--- config.mk ---
export PLATFORM = sky130hd
export DESIGN_NAME = mem_ctrl
export DESIGN_NICKNAME = d
export VERILOG_FILES = /design/src/rtl/scpu_mem_pkg.sv /design/src/rtl/mem_ctrl.sv
export SDC_FILE = /design/constraint.sdc
export NUM_CORES = 1
export LEC_CHECK = 0
export ABC_AREA = 0
export BUFFER_PORTS_ARGS = -buffer_cell sky130_fd_sc_hd__buf_2
export CORE_MARGIN = 2
export CORE_UTILIZATION = 27
export DETAILED_ROUTE_END_ITERATION = 7
export PLACE_DENSITY = 0.81
export SLEW_MARGIN = 20
export SYNTH_ARGS = -nofsm -noshare
export SYNTH_HDL_FRONTEND = slang
export SYNTH_SLANG_ARGS = --single-unit
--- constraint.sdc ---
create_clock -name clk -period 0.8 [get_ports clk]
set_input_delay 0.16 -clock clk [delete_from_list [all_inputs] [get_ports clk]]
set_output_delay 0.16 -clock clk [all_outputs]
set_load 0.01 [all_outputs]
--- src/rtl/scpu_mem_pkg.sv ---
// Shared definitions for the scalar-CPU memory path: RAM geometry, request width
// and the mem_ctrl state encoding.
package scpu_mem_pkg;

  localparam int MEM_AW = 11;
  localparam int MEM_DW = 8;
  localparam int REQ_DW = 16;

  typedef enum logic [1:0] {
    IDLE  = 2'd0,
    RD_LO = 2'd1,
    RD_HI = 2'd2,
    WR_HI = 2'd3
  } mem_state_e;

  // Second-byte address of a word access; wraps 0x7FF -> 0x000.
  function automatic logic [MEM_AW-1:0] next_addr(input logic [MEM_AW-1:0] a);
    return a + {{(MEM_AW-1){1'b0}}, 1'b1};
  endfunction

endpackage

--- src/rtl/mem_ctrl.sv ---
// Byte/word request front-end for a single-port 2Kx8 bypass-read RAM.
// Define MEM_CTRL_WORD_EN to build 16-bit (little-endian) accesses; otherwise every access is a byte.
module mem_ctrl
  import scpu_mem_pkg::*;
(
  input  logic              clk,
  input  logic              reset,
  input  logic              req_valid,
  output logic              req_ready,
  input  logic              req_we,
  input  logic              req_word,
  input  logic [MEM_AW-1:0] req_addr,
  input  logic [REQ_DW-1:0] req_wdata,
  output logic              rsp_valid,
  output logic [REQ_DW-1:0] rsp_rdata,
  output logic              ram_ce,
  output logic              ram_oce,
  output logic              ram_reset,
  output logic              ram_wre,
  output logic [MEM_AW-1:0] ram_ad,
  output logic [MEM_DW-1:0] ram_din,
  input  logic [MEM_DW-1:0] ram_dout
);

  mem_state_e        r_state;
  mem_state_e        w_state_nxt;
  logic              r_rsp_valid;
  logic [REQ_DW-1:0] r_rdata;
  logic [REQ_DW-1:0] w_rdata_nxt;
  logic              w_accept;
  logic              w_done;
  logic              w_ce;
  logic              w_wre;

`ifdef MEM_CTRL_WORD_EN
  logic              r_word;
  logic [MEM_AW-1:0] r_addr_hi;
  logic [MEM_DW-1:0] r_wdata_hi;
  logic [MEM_DW-1:0] r_rdata_lo;
`else
  logic              w_unused_word;
  assign w_unused_word = &{1'b0, req_word, req_wdata[REQ_DW-1:MEM_DW]};
`endif

  always_comb begin
    w_state_nxt = r_state;
    w_accept    = 1'b0;
    w_done      = 1'b0;
    w_rdata_nxt = r_rdata;
    w_ce        = 1'b0;
    w_wre       = 1'b0;
    ram_ad      = req_addr;
    ram_din     = req_wdata[MEM_DW-1:0];
    case (r_state)
      IDLE: begin
        // RAM sees the request directly so it captures on the accept edge.
        if (req_valid) begin
          w_accept = 1'b1;
          w_ce     = 1'b1;
          w_wre    = req_we;
          if (!req_we) begin
            w_state_nxt = RD_LO;
          end
`ifdef MEM_CTRL_WORD_EN
          else if (req_word) begin
            w_state_nxt = WR_HI;
          end
`endif
          else begin
            w_done = 1'b1;
          end
        end
      end
      RD_LO: begin
`ifdef MEM_CTRL_WORD_EN
        if (r_word) begin
          w_ce        = 1'b1;
          ram_ad      = r_addr_hi;
          w_state_nxt = RD_HI;
        end else begin
          w_done      = 1'b1;
          w_rdata_nxt = {{(REQ_DW-MEM_DW){1'b0}}, ram_dout};
          w_state_nxt = IDLE;
        end
`else
        w_done      = 1'b1;
        w_rdata_nxt = {{(REQ_DW-MEM_DW){1'b0}}, ram_dout};
        w_state_nxt = IDLE;
`endif
      end
`ifdef MEM_CTRL_WORD_EN
      RD_HI: begin
        // Response word is assembled in one step so rsp_rdata only moves on completion.
        w_done      = 1'b1;
        w_rdata_nxt = {ram_dout, r_rdata_lo};
        w_state_nxt = IDLE;
      end
      WR_HI: begin
        w_ce        = 1'b1;
        w_wre       = 1'b1;
        ram_ad      = r_addr_hi;
        ram_din     = r_wdata_hi;
        w_done      = 1'b1;
        w_state_nxt = IDLE;
      end
`endif
      default: begin
        w_state_nxt = IDLE;
      end
    endcase
  end

  // Gating with reset is what aborts a pending high-byte write.
  assign ram_ce    = w_ce & ~reset;
  assign ram_wre   = w_wre & ~reset;
  assign ram_oce   = 1'b1;
  assign ram_reset = reset;
  assign req_ready = (r_state == IDLE);
  assign rsp_valid = r_rsp_valid;
  assign rsp_rdata = r_rdata;

  always_ff @(posedge clk) begin
    if (reset) begin
      r_state     <= IDLE;
      r_rsp_valid <= 1'b0;
      r_rdata     <= '0;
    end else begin
      r_state     <= w_state_nxt;
      r_rsp_valid <= w_done;
      r_rdata     <= w_rdata_nxt;
    end
  end

`ifdef MEM_CTRL_WORD_EN
  always_ff @(posedge clk) begin
    if (w_accept) begin
      r_word     <= req_word;
      r_addr_hi  <= next_addr(req_addr);
      r_wdata_hi <= req_wdata[REQ_DW-1:MEM_DW];
    end
    if (r_state == RD_LO) begin
      r_rdata_lo <= ram_dout;
    end
  end
`endif

endmodule

==> results of run 1 <==
==> final timing paths <==
path              cells past startpoint                      start  slack, ps                         to
setup reg to reg                      5    r_state[0]$_SDFFE_PP0P_       -240  rsp_rdata[0]$_SDFFE_PP0P_
hold reg to reg                       2  rsp_rdata[5]$_SDFFE_PP0P_        490  rsp_rdata[5]$_SDFFE_PP0P_
hold / removal                        3                ram_dout[5]        140  rsp_rdata[5]$_SDFFE_PP0P_
setup / recovery                      3    r_state[0]$_SDFFE_PP0P_       -420                    ram_wre
==> per-stage QoR <==
| step | hold slack, ps | util, % | setup WS [ps] | setup TNS (ps) |
|---|---|---|---|---|
| after global placement | 320 | 27.5 | -172 | -700 |
| final | 136 | 35.1 | -416 | -2600 |
| after detailed placement | 320 | 27.5 | -196 | -964 |
| after global routing | 151 | 35.1 | -479 | -3720 |
| after floorplan | 301 | - | -102 | -233 |
| after CTS | 126 | 33.7 | -475 | -2650 |
==> what timing repair did <==
item	in CTS	in global routing
buffers inserted	2	3
pin swaps	2	3
gates resized for setup	22	2
setup endpoints to repair	20	22
==> critical path, stage by stage, from the launching register on <==
cell and delay (ps):
sky130_fd_sc_hd__dfxtp_4 370, sky130_fd_sc_hd__nor3b_4 170, sky130_fd_sc_hd__and2_4 170, sky130_fd_sc_hd__buf_6 90
==> power groups by stage <==
stage	combinational, mW	sequential (mW)	clock, mW
2_1_floorplan	0.216	0.545	0
3_3_place_gp	0.158	0.538	0
3_5_place_dp	0.161	0.539	0
4_1_cts	0.194	0.531	0.474
5_1_grt	0.225	0.532	0.510
6_report	0.207	0.530	0.444
==> Yosys cell counts, drive strengths merged <==
cell type and n:
mux2i 8, buf 31, nor3b 1, dfxtp 10
nor2 9, conb 2, a21oi 1, and2b 1
and2 1, inv 1
==> state kept, by name (all words and copies together), names as in the netlist <==
| name | flops |
|---|---|
| rsp_rdata | 8 |
| r_state | 1 |
| rsp_valid | 1 |
==> logic make-up (layout without fill, tap and decap cells) <==
logic type	count (synthesis)	in the layout	share of synthesized area, %
mux	8	8	13.3
other cells	2	9	1.25
simple gates	12	12	11.0
buf+inv	32	37	40.5
flops	10	10	33.2
compound gates	1	1	0.829
==> layout make-up <==
cell class,count,area share [%]
Tap cell,28,4.60
Multi-Input combinational cell,30,25.6
Sequential cell,10,28.1
Timing Repair Buffer,32,36.5
Inverter,1,0.493
Clock buffer,4,4.76
==> placed cells by master, fill, tap and decap left out <==
master	synthesis	final
sky130_fd_sc_hd__a21oi_2	0	1
sky130_fd_sc_hd__and2_4	0	1
sky130_fd_sc_hd__and2b_1	1	1
sky130_fd_sc_hd__buf_12	0	2
sky130_fd_sc_hd__buf_2	0	13
sky130_fd_sc_hd__buf_4	29	5
sky130_fd_sc_hd__buf_6	2	12
sky130_fd_sc_hd__clkbuf_4	0	3
sky130_fd_sc_hd__clkbuf_8	0	1
sky130_fd_sc_hd__conb_1	2	9
sky130_fd_sc_hd__dfxtp_1	10	1
sky130_fd_sc_hd__dfxtp_2	0	8
sky130_fd_sc_hd__dfxtp_4	0	1
sky130_fd_sc_hd__inv_2	0	1
sky130_fd_sc_hd__mux2i_1	8	7
sky130_fd_sc_hd__mux2i_2	0	1
sky130_fd_sc_hd__nor2_1	9	9
sky130_fd_sc_hd__nor3b_4	1	1
==> layer usage <==
| metal | share of wire [%] | vias up | track usage (%) |
|---|---|---|---|
| met5 | 0 | - | 0 |
| met4 | 0.57 | 0 | 2.19 |
| met3 | 12 | 2 | 6.43 |
| met2 | 53 | 28 | 14.9 |
| met1 | 35 | 177 | 9.09 |
| li1 | - | 186 | - |
==> results.txt, run 1 <==
----------------------------------------------------
[Synth]
  Synth area leaders ... sky130_fd_sc_hd__buf_4 (36%), sky130_fd_sc_hd__dfxtp_1 (33%), sky130_fd_sc_hd__mux2i_1 (13%), sky130_fd_sc_hd__nor2_1 (5.6%), sky130_fd_sc_hd__buf_6 (3.7%)
  Unique masters post-synth ... 11
  Number of synthesized register bits ... 10
  Fraction of post-synthesis cell area in the top cell type by area ... 36.1%
  Post-Synthesis Mean Instance Area ... 9.28 um^2
  Post-synth top area cell ... sky130_fd_sc_hd__buf_4
  Post-Synthesis Cells ... 65
  Share of the yosys chip area belonging to registers ... 33.2%
  Post-Synthesis Cell Area ... 603 um^2
  Count of yosys warnings during synthesis ... 0

[Run]
  Number of max-cap violations ... 0

[Cells and area]
  Area taken by flip-flops and latches ... 214 um^2
  Diodes inserted ... 0
  Layout area overhead ... 26.3%
  Number of nets in the layout ... 118
  Cell area after layout ... 762 um^2
  Share of final-layout standard cells stronger than drive strength 1 ... 64.9%
  Layout fillers ... 225
  Final Instance Count excl. Fillers ... 105
  Area of combinational cells with multiple inputs ... 195 um^2

[Power and ir drop]
  Internal power ... 0.910 mW
  Part of the power in registers ... 44.9%
  Logic gate share of total power ... 17.5%
  Switching power share of the total ... 22.9%
  Worst vdd rail ir drop ... 1.02 mV
  Pwr dens ... 1550 mW/mm^2
  Clock share of power ... 37.6%
  Leakage power ... 0.357 nW
  Power consumption ... 1.18 mW
  Sw power ... 0.270 mW

[Setup path]
  Endpoint arrival time on the critical path ... 1060 ps
  Category of the worst setup path capture point ... output pin
  Worst Path Max Fanout ... 3
  WP data required ... 640 ps
  Category of the critical setup timing path ... reg2out
  Crit path launch type ... register

[Place]
  Placed cell count ... 96
  Placed wire-length estimate ... 792 um
  Instance area at placement ... 596 um^2
  Routability Congestion ... 0.693
  Count of buffers from port buffering ... 24

[Clock tree]
  CTS root buf ... sky130_fd_sc_hd__clkbuf_4
  Clock slew at reported path FFs ... 70 ps
  Buffers from clock root to sink, at most ... 2
  CTS Hold Buffers Added ... 0
  # H-tree levels ... 1
  Worst skew pair latency ... 260 ps
  Clock tree from TritonCTS ... yes
  CTS sink cnt ... 10
  CTS buffer count ... 3

[STA]
  Peak Freq ... 822 MHz
  Final count of hold timing violations ... 0
  Minimum period implied by the final worst setup slack ... 1220 ps
  Unrepaired setup endpoints after global routing ... yes
  Post-Route Skew ... 1.60 ps
  Ratio of final minimum period to clock period ... 152%
  Number of setup violations in the final report ... 21
  Final slew viol count ... 0
  Worst setup slack after layout ... -416 ps

[Drt]
  Post-detailed-routing wire length ... 1050 um
  Detailed Routing Iterations Pass 1 ... 2
  DRC Markers ... 0
  Routed length per placed instance ... 9.97 um
  DR vias/cell ... 3.74
  Vias after detailed routing ... 393
  Initial DRC count ... 3
  Number of antenna-violating nets in the routed design ... 0

[Global routing]
  Via count of the first global-routing pass ... 394
  All-Layer GR Usage ... 8.99%
  Pin count of the biggest net entering global routing ... 11
  Number of antenna violations at the first check in global routing ... 0
  First-pass GRT wire length ... 1690 um
  Total gr overflow ... 0

[Floorplan]
  Number of placement rows ... 17
  Height of the die ... 51.3 um
  Core area ... 0.00217 mm^2
  DIE AREA ... 0.00263 mm^2
  Number of top-level design ports ... 81
  Horizontal die dimension ... 51.3 um
  Initial Utilization ... 27.8%

[Outcome]
  Violated checks ... setup timing
  Result of the run ... finished, violations left

[Hold path]
  HP Class ... in2reg

----------------------------------------------------
No activity file was read; power rests on OpenSTA's default activity.
==> inputs of run 2 (changes only) <==
- REMOVE_ABC_BUFFERS: default -> 1
==> results.txt, run 2 (same netlist as run 1, synthesis figures left out) <==
----------------------------------------------------
[Cells and area]
  Final Instance Count excl. Fillers ... 103
  Number of nets in the layout ... 117
  Commonest cells after routing, fill and taps aside ... sky130_fd_sc_hd__buf_2 (15), sky130_fd_sc_hd__dfxtp_2 (10), sky130_fd_sc_hd__nor2_1 (9), sky130_fd_sc_hd__conb_1 (9), sky130_fd_sc_hd__buf_6 (9)
  Core occupancy in the finished layout ... 31.7%
  Share of final-layout standard cells stronger than drive strength 1 ... 60.0%
  Diodes inserted ... 0
  Number of flip-flops under the largest register name ... 8
  Layout area overhead ... 14.1%
  Most frequent standard cell in the layout excluding fill and tap cells ... sky130_fd_sc_hd__buf_2

[Setup path]
  Ordered cell list for the critical path ... nor3b_4, and2_1, buf_2
  Category of the worst setup path capture point ... output pin
  WP data required ... 640 ps
  Crit path launch type ... register
  Delay of the slowest cell on the worst path ... 350 ps
  CP max stage cell ... sky130_fd_sc_hd__dfxtp_2
  Category of the critical setup timing path ... reg2out
  Worst Path Max Fanout ... 4
  Endpoint arrival time on the critical path ... 1070 ps

[Drt]
  Number of antenna-violating nets in the routed design ... 0
  Post-detailed-routing wire length ... 1390 um
  DR vias/cell ... 3.97
  Detailed Routing Iterations Pass 1 ... 1
  Vias after detailed routing ... 409
  Routed length per placed instance ... 13.5 um
  DRC Markers ... 0
  Initial DRC count ... 0

[STA]
  Ratio of final minimum period to clock period ... 154%
  Final count of hold timing violations ... 0
  Final slew viol count ... 0
  Worst setup slack after layout ... -429 ps
  Minimum period implied by the final worst setup slack ... 1230 ps
  Unrepaired setup endpoints after global routing ... yes
  Peak Freq ... 814 MHz
  Number of setup violations in the final report ... 21
  Final sum of negative setup slack ... -2140 ps
  Post-Route Skew ... 4.45 ps

[Run]
  Number of max-cap violations ... 0

[Clock tree]
  CTS sink cnt ... 10
  Clock slew at reported path FFs ... 70 ps
  CTS root buf ... sky130_fd_sc_hd__clkbuf_4
  CTS buffer count ... 3
  Buffers from clock root to sink, at most ... 2
  Worst skew pair latency ... 260 ps
  Clock tree from TritonCTS ... yes
  # H-tree levels ... 1

[Outcome]
  Violated checks ... setup timing
  Result of the run ... finished, violations left

[Power and ir drop]
  Worst vdd rail ir drop ... 0.496 mV
  Pwr dens ... 1520 mW/mm^2
  Leakage power ... 0.331 nW

[Floorplan]
  Number of top-level design ports ... 81
  DIE AREA ... 0.00263 mm^2
  Height of the die ... 51.3 um
  Initial Utilization ... 27.8%
  Horizontal die dimension ... 51.3 um
  Number of placement rows ... 17
  Core area ... 0.00217 mm^2

[Global routing]
  Pin count of the biggest net entering global routing ... 11
  Via count of the first global-routing pass ... 417
  First-pass GRT wire length ... 2100 um
  All-Layer GR Usage ... 11.6%
  Number of antenna violations at the first check in global routing ... 0
  Total gr overflow ... 0

[Place]
  Placed cell count ... 97
  Routability Congestion ... 0.621
  Placed wire-length estimate ... 1130 um
  Count of buffers from port buffering ... 24

[Hold path]
  HP Class ... in2reg

----------------------------------------------------
-- run 2: cell types whose count changed in the layout (fill, tap and decap cells not counted), sizes merged --
cell / change
buf: -1
clkbuf: -1
-- run 2: per-stage QoR --
step	total power, mW	instance area, um^2	hold WS (ps)	setup slack [ps]
after floorplan	0.607	389	232	-306
after global placement	0.685	574	320	-165
after detailed placement	0.689	574	320	-195
after CTS	1.06	673	127	-441
after global routing	1.12	688	147	-496
final	1.05	688	136	-429
-- run 2: worst max-delay path, delay by kind of cell (launching register included) --
family	cells	cell delay [ps]
DFF	1	350
and+or+nand+nor	2	340
buffers and inverters	1	120
-- run 2: power by group --
part           switching (mW)  leakage [nW]  total, mW  internal (mW)
Combinational          0.0820         0.232      0.177         0.0953
Sequential             0.0131        0.0859      0.533          0.520
Clock                   0.165        0.0138      0.339          0.173
-- run 2: cell type report --
cell class,count,area (um^2)
Fill cell,237,1480
Inverter,1,3.75
Multi-Input combinational cell,30,185
Timing Repair Buffer,31,229
Sequential cell,10,213
Clock buffer,3,22.5
Tap cell,28,35.0
-- run 2: final timing paths --
check                       startpoint                         to  slack [ps]  cells after the start
max            r_state[0]$_SDFFE_PP0P_                    ram_wre        -430                      3
min                        ram_dout[7]  rsp_rdata[7]$_SDFFE_PP0P_         140                      3
max reg2reg    r_state[0]$_SDFFE_PP0P_  rsp_rdata[6]$_SDFFE_PP0P_        -110                      3
min reg2reg  rsp_rdata[5]$_SDFFE_PP0P_  rsp_rdata[5]$_SDFFE_PP0P_         500                      2
-- run 2: routing by layer --
layer,vias to the layer above,track usage (%),wire length (um)
met5,-,0,0
met4,0,3.95,0
met3,0,12.0,275
met2,43,14.3,568
met1,183,13.2,545
li1,183,-,-
-- run 2: timing repair --
| item | in CTS | in global routing |
|---|---|---|
| buffers inserted | 2 | 1 |
| gates resized for setup | 17 | 2 |
| setup endpoints to repair | 21 | 21 |
| pin swaps | 1 | 0 |
| hold buffers | 0 | 0 |
